--- config.mk ---
export PLATFORM = sky130hd
export DESIGN_NAME = trap_ctrl
export DESIGN_NICKNAME = d
export VERILOG_FILES = /design/src/rtl/trap_ctrl.sv
export SDC_FILE = /design/constraint.sdc
export NUM_CORES = 1
export LEC_CHECK = 0
export ABC_AREA = 1
export BUFFER_PORTS_ARGS = -buffer_cell sky130_fd_sc_hd__buf_2
export CORE_MARGIN = 2
export CORE_UTILIZATION = 50
export CTS_CLUSTER_SIZE = 30
export DETAILED_ROUTE_END_ITERATION = 10
export PLACE_DENSITY_LB_ADDON = 0.1
export SKIP_CTS_REPAIR_TIMING = 1
export SLEW_MARGIN = 10
export SYNTH_ARGS = -nofsm -noshare
export SYNTH_HDL_FRONTEND = slang
export SYNTH_HIERARCHICAL = 1
export SYNTH_SLANG_ARGS = --single-unit
--- constraint.sdc ---
create_clock -name clk -period 4.84 [get_ports clk]
set_input_delay 0.242 -clock clk [delete_from_list [all_inputs] [get_ports clk]]
set_output_delay 0.242 -clock clk [all_outputs]
set_load 0.01 [all_outputs]
--- src/rtl/trap_ctrl.sv ---
// Machine-mode trap/interrupt sequencer: takes traps and mret at instruction
// boundaries, owns mepc/mcause/mip, and redirects the PC through a 1-cycle REDIRECT state.
module trap_sync #(
    parameter int STAGES = 2
) (
    input  logic clk,
    input  logic rst,
    input  logic d,
    output logic q
);
    logic [STAGES-1:0] pipe;

    always_ff @(posedge clk or negedge rst) begin
        if (!rst) pipe <= '0;
        else      pipe <= {pipe[STAGES-2:0], d};
    end

    assign q = pipe[STAGES-1];
endmodule

module trap_ctrl #(
    parameter logic [31:0] RESET_PC    = 32'h0000_0000,
    parameter int          SYNC_STAGES = 2
) (
    input  logic        clk,
    input  logic        rst,
    input  logic        instr_valid,
    input  logic [31:0] pc,
    input  logic        is_ecall,
    input  logic        is_ebreak,
    input  logic        is_illegal,
    input  logic        is_mret,
    input  logic        irq_ext,
    input  logic        irq_timer,
    input  logic        irq_sw,
    input  logic        mstatus_mie,
    input  logic        mstatus_mpie,
    input  logic [31:0] csr_mie,
    input  logic [31:0] csr_mtvec,
    input  logic [11:0] csr_addr,
    input  logic        csr_wr_en,
    input  logic [31:0] csr_wdata,
    output logic [31:0] csr_rdata,
    output logic        commit_kill,
    output logic        stall,
    output logic        redirect_valid,
    output logic [31:0] redirect_pc,
    output logic        trap_enter,
    output logic        trap_return
);
    typedef enum logic {RUN, REDIRECT} state_t;

    typedef struct packed {
        logic       mret;
        logic       trap;
        logic       intr;
        logic [3:0] code;
    } trap_dec_t;

    state_t      state, state_nxt;
    trap_dec_t   dec;
    logic [31:0] mepc, mcause, mip, irq_en, trap_base, trap_tgt;
    logic [2:0]  irq_raw, irq_s;
    logic [3:0]  int_code, exc_code;
    logic        int_pend, exc_any;
    logic        unused_inputs;

    // MPIE bookkeeping lives entirely in the CSR file
    assign unused_inputs = mstatus_mpie;

    // {ext, timer, sw}; each level source gets its own synchroniser chain
    assign irq_raw = {irq_ext, irq_timer, irq_sw};

    for (genvar i = 0; i < 3; i++) begin : g_sync
        trap_sync #(.STAGES(SYNC_STAGES)) u_sync (
            .clk (clk),
            .rst (rst),
            .d   (irq_raw[i]),
            .q   (irq_s[i])
        );
    end

    assign mip      = {20'b0, irq_s[2], 3'b0, irq_s[1], 3'b0, irq_s[0], 3'b0};
    assign irq_en   = mip & csr_mie & 32'h0000_0888;
    assign int_pend = mstatus_mie & (|irq_en);
    assign exc_any  = is_illegal | is_ebreak | is_ecall;

    always_comb begin
        if (irq_en[11])     int_code = 4'd11;
        else if (irq_en[3]) int_code = 4'd3;
        else                int_code = 4'd7;
    end

    always_comb begin
        if (is_illegal)     exc_code = 4'd2;
        else if (is_ebreak) exc_code = 4'd3;
        else                exc_code = 4'd11;
    end

    // mret outranks a pending interrupt, which outranks a synchronous exception
    always_comb begin
        dec = '0;
        if (state == RUN && instr_valid) begin
            if (is_mret) begin
                dec.mret = 1'b1;
            end else if (int_pend) begin
                dec.trap = 1'b1;
                dec.intr = 1'b1;
                dec.code = int_code;
            end else if (exc_any) begin
                dec.trap = 1'b1;
                dec.code = exc_code;
            end
        end
    end

    assign trap_base = {csr_mtvec[31:2], 2'b00};
    assign trap_tgt  = (csr_mtvec[1:0] == 2'b01 && dec.intr)
                       ? trap_base + {26'b0, dec.code, 2'b00} : trap_base;

    always_ff @(posedge clk or negedge rst) begin
        if (!rst) state <= RUN;
        else      state <= state_nxt;
    end

    always_comb begin
        state_nxt = state;
        case (state)
            RUN:      if (dec.mret || dec.trap) state_nxt = REDIRECT;
            REDIRECT: state_nxt = RUN;
            default:  state_nxt = RUN;
        endcase
    end

    always_comb begin
        commit_kill    = dec.mret | dec.trap;
        redirect_valid = (state == REDIRECT);
        stall          = (state == REDIRECT);
    end

    // A trap or mret drops any same-cycle CSR write; dec is already zero outside RUN
    always_ff @(posedge clk or negedge rst) begin
        if (!rst) begin
            mepc        <= RESET_PC;
            mcause      <= '0;
            redirect_pc <= '0;
            trap_enter  <= 1'b0;
            trap_return <= 1'b0;
        end else begin
            trap_enter  <= dec.trap;
            trap_return <= dec.mret;
            if (dec.mret) begin
                redirect_pc <= mepc;
            end else if (dec.trap) begin
                redirect_pc <= trap_tgt;
                mepc        <= pc;
                mcause      <= {dec.intr, 27'b0, dec.code};
            end else if (state == RUN && instr_valid && csr_wr_en) begin
                if (csr_addr == 12'h341) mepc   <= {csr_wdata[31:2], 2'b00};
                if (csr_addr == 12'h342) mcause <= csr_wdata;
            end
        end
    end

    always_comb begin
        case (csr_addr)
            12'h341: csr_rdata = mepc;
            12'h342: csr_rdata = mcause;
            12'h344: csr_rdata = mip;
            default: csr_rdata = '0;
        endcase
    end
endmodule

==> impl_metrics.tcl <==
set metrics [dict create \
    drc_errors 0 \
    syn_nets 1080 \
    synth_edf_count 0 \
    critPathMaxFanout 94 \
    core_um2 12600 \
    die_h_um 117 \
    final_hold_viol_count 51 \
    worstReg2RegStart "g_sync[0].u_sync/pipe[1]" \
    drv_slew 0 \
    cts_buffers 9 \
    slew_headroom 0.251 \
    swShare 0.309 \
    clkPwrFrac 0.319 \
    synth_top_area_frac 0.409 \
    grt_setup_unrepaired "false" \
    synthTopCellsByCount "nand2_1, dfrtp_1, nand3_1, inv_1, o21ai_0" \
    cts_tree "built" \
    grt_pass1_vias 5798 \
    r2r_cells 10 \
    regArea_um2 2630 \
    fin_crit_sh 0.613 \
    avgSynthCellArea_um2 6.97 \
    p_per_area_nw_per_um2 320 \
    drtPass1Iterations 5 \
    n_fill_cell 1231 \
    synth_area_um2 6420 \
    cp.required_ps 5100 \
    cts-root-buf "clkbuf_16" \
    cts_buffer_depth 2 \
    p_comb_frac 0.226 \
    drt-total-wl_um 18300 \
    grt_max_degree 95 \
    io-pin-count 222 \
    total_power_w 0.00248 \
    crit_type "flip-flop to flip-flop" \
    r2r_end "mepc[17]" \
    startpoint_type "flip-flop" \
    rows 41 \
    grt_pass1_wl_um 28900 \
    n_antenna_cell 0 \
    setup_tns_ps 0 \
    leakage_nw 4.25 \
    ant_nets 0 \
    multi_input_area_um2 3190 \
    fp.dieArea_um2 13800 \
    synth_ff_type "dfrtp_1" \
    insertion_delay_ps 340 \
    seqPwrFrac 0.455 \
    place_congestion 0.898 \
    cts_htree_levels 3 \
    start_util 0.511 \
    violations "negative hold slack" \
    p_int_w 0.00172 \
    finalCriticalPeriod_ps 2970 \
    max_freq_mhz 337 \
    wl_per_cell_um 14.5 \
    setup_violations 0 \
    ys_ff_latch 105 \
    clock_skew_ps 8.63 \
    switchingPower_w 0.000766 \
    antenna_found_initial 0 \
    holdCritPathClass "primary input to async pin" \
    yosysMostFrequentCell "nand2_1" \
    yosysWarnings 6 \
    drt-initial-drc-count 441 \
    maxCapViolCount 0 \
    worst_pin_slew_ps 1120 \
    vias 6409 \
    r2r_slack_ps 1870 \
    io_buffers 191 \
    synthCells 922 \
    dp_hpwl_um 13300 \
    track_usage 0.262 \
    ys_types 37 \
    yosys.area.top_type "dfrtp_1" \
    viasPerCell 5.07 \
    yosys-top-cells-area "dfrtp_1, nand2_1, nand3_1" \
    cts.sinks 105 \
    yosysSeqAreaShare 0.409 \
    nets 1246 \
    synthArstFlopShare 1.00 \
    die_width_um 117 \
    timing.hold.ws_ps -45.6 \
    synthToLayoutAreaGrowth_pct 20.6 \
    arrival_ps 3230 \
    outcome "finished, violations left" \
    layout-drive-gt1-share 0.231 \
    end_kind "flip-flop" \
    ir_drop_mv 0.261 \
    clk_pin_slew_ps 70 \
    overflow 0 \
]
## worst max path at each step
stage | slack (ps) | end | startpoint
after floorplan | 2110 | redirect_pc[10] | g_sync[0].u_sync/pipe[1]
after global placement | 1930 | mepc[22] | g_sync[0].u_sync/pipe[1]
after detailed placement | 1870 | mepc[23] | g_sync[0].u_sync/pipe[1]
after CTS | 1880 | mepc[31] | g_sync[0].u_sync/pipe[1]
after global routing | 1580 | mepc[9] | g_sync[0].u_sync/pipe[1]
final | 1870 | mepc[17] | g_sync[0].u_sync/pipe[1]
## kinds of logic after synthesis
logic type,Yosys count,synth area share
DFF,105,0.409
xor gates and xnor gates,7,0.00954
adders and majority gates,5,0.0109
buffers and inverters,140,0.0947
AOI/OAI and AO/OA,126,0.116
and+or+nand+nor,539,0.360
## final cells by class
class / count / share of cell area
flip-flops and latches: 105 / 0.339
inverters: 96 / 0.0465
clock buffers: 10 / 0.0308
clock inverters: 6 / 0.0115
repair buffers: 199 / 0.132
well taps: 172 / 0.0278
multi-input cells: 677 / 0.412
## power groups by stage
stage	registers, W	logic, W	clock network [W]
5_1_grt	0.00114	0.000632	0.000843
3_3_place_gp	0.00114	0.000554	0
6_report	0.00113	0.000561	0.000792
4_1_cts	0.00113	0.000566	0.000810
2_1_floorplan	0.00114	0.000309	0
3_5_place_dp	0.00114	0.000565	0
## layer usage
layer,GRT usage,vias to the layer above,part of all wire
li1,-,3271,-
met1,0.348,2910,0.44
met2,0.440,210,0.48
met3,0.0564,18,0.068
met4,0.0602,0,0.016
met5,0,-,0
## layout by cell type, fill, tap and decap left out, types with 5 or more instances in the layout
master / netlist / routed
a21oi_1: 5 / 5
nand3b_1: 8 / 8
a22o_1: 8 / 8
inv_1: 92 / 92
a21oi_2: 19 / 19
dfrtp_1: 105 / 105
nand2_1: 333 / 333
nor2_1: 64 / 64
nand3_1: 99 / 99
o21ai_0: 73 / 73
clkbuf_16: 0 / 9
buf_4: 6 / 6
buf_2: 27 / 190
nand2_2: 6 / 5
o21ai_1: 16 / 16
nand4_1: 9 / 9
nor3_1: 5 / 5
## registers in the layout, indices dropped and copies added (netlist names)
| name | cells |
|---|---|
| trap_enter | 1 |
| mcause | 32 |
| g_sync.u_sync/pipe | 6 |
| mepc | 32 |
| redirect_pc | 32 |
| trap_return | 1 |
| redirect_valid | 1 |
## per-stage QoR
step,utilization,instances,area [um^2],setup WS [ps]
2_1_floorplan,-,922,6420,2110
3_3_place_gp,0.588,1246,7390,1930
3_5_place_dp,0.588,1246,7390,1870
4_1_cts,0.614,1262,7720,1880
5_1_grt,0.617,1265,7750,1580
6_report,0.617,1265,7750,1870
## critical path, stage by stage, from the launching register on
cell and delay (ps):
dfrtp_1 400, nand2_1 110, nand3_2 130, nand2_2 110
nand2_2 80, nand2_4 160, buf_4 790, nand2_1 210
nand3_4 600, nor2_1 110, a21oi_2 130
Power figures use the tool's default switching activity.
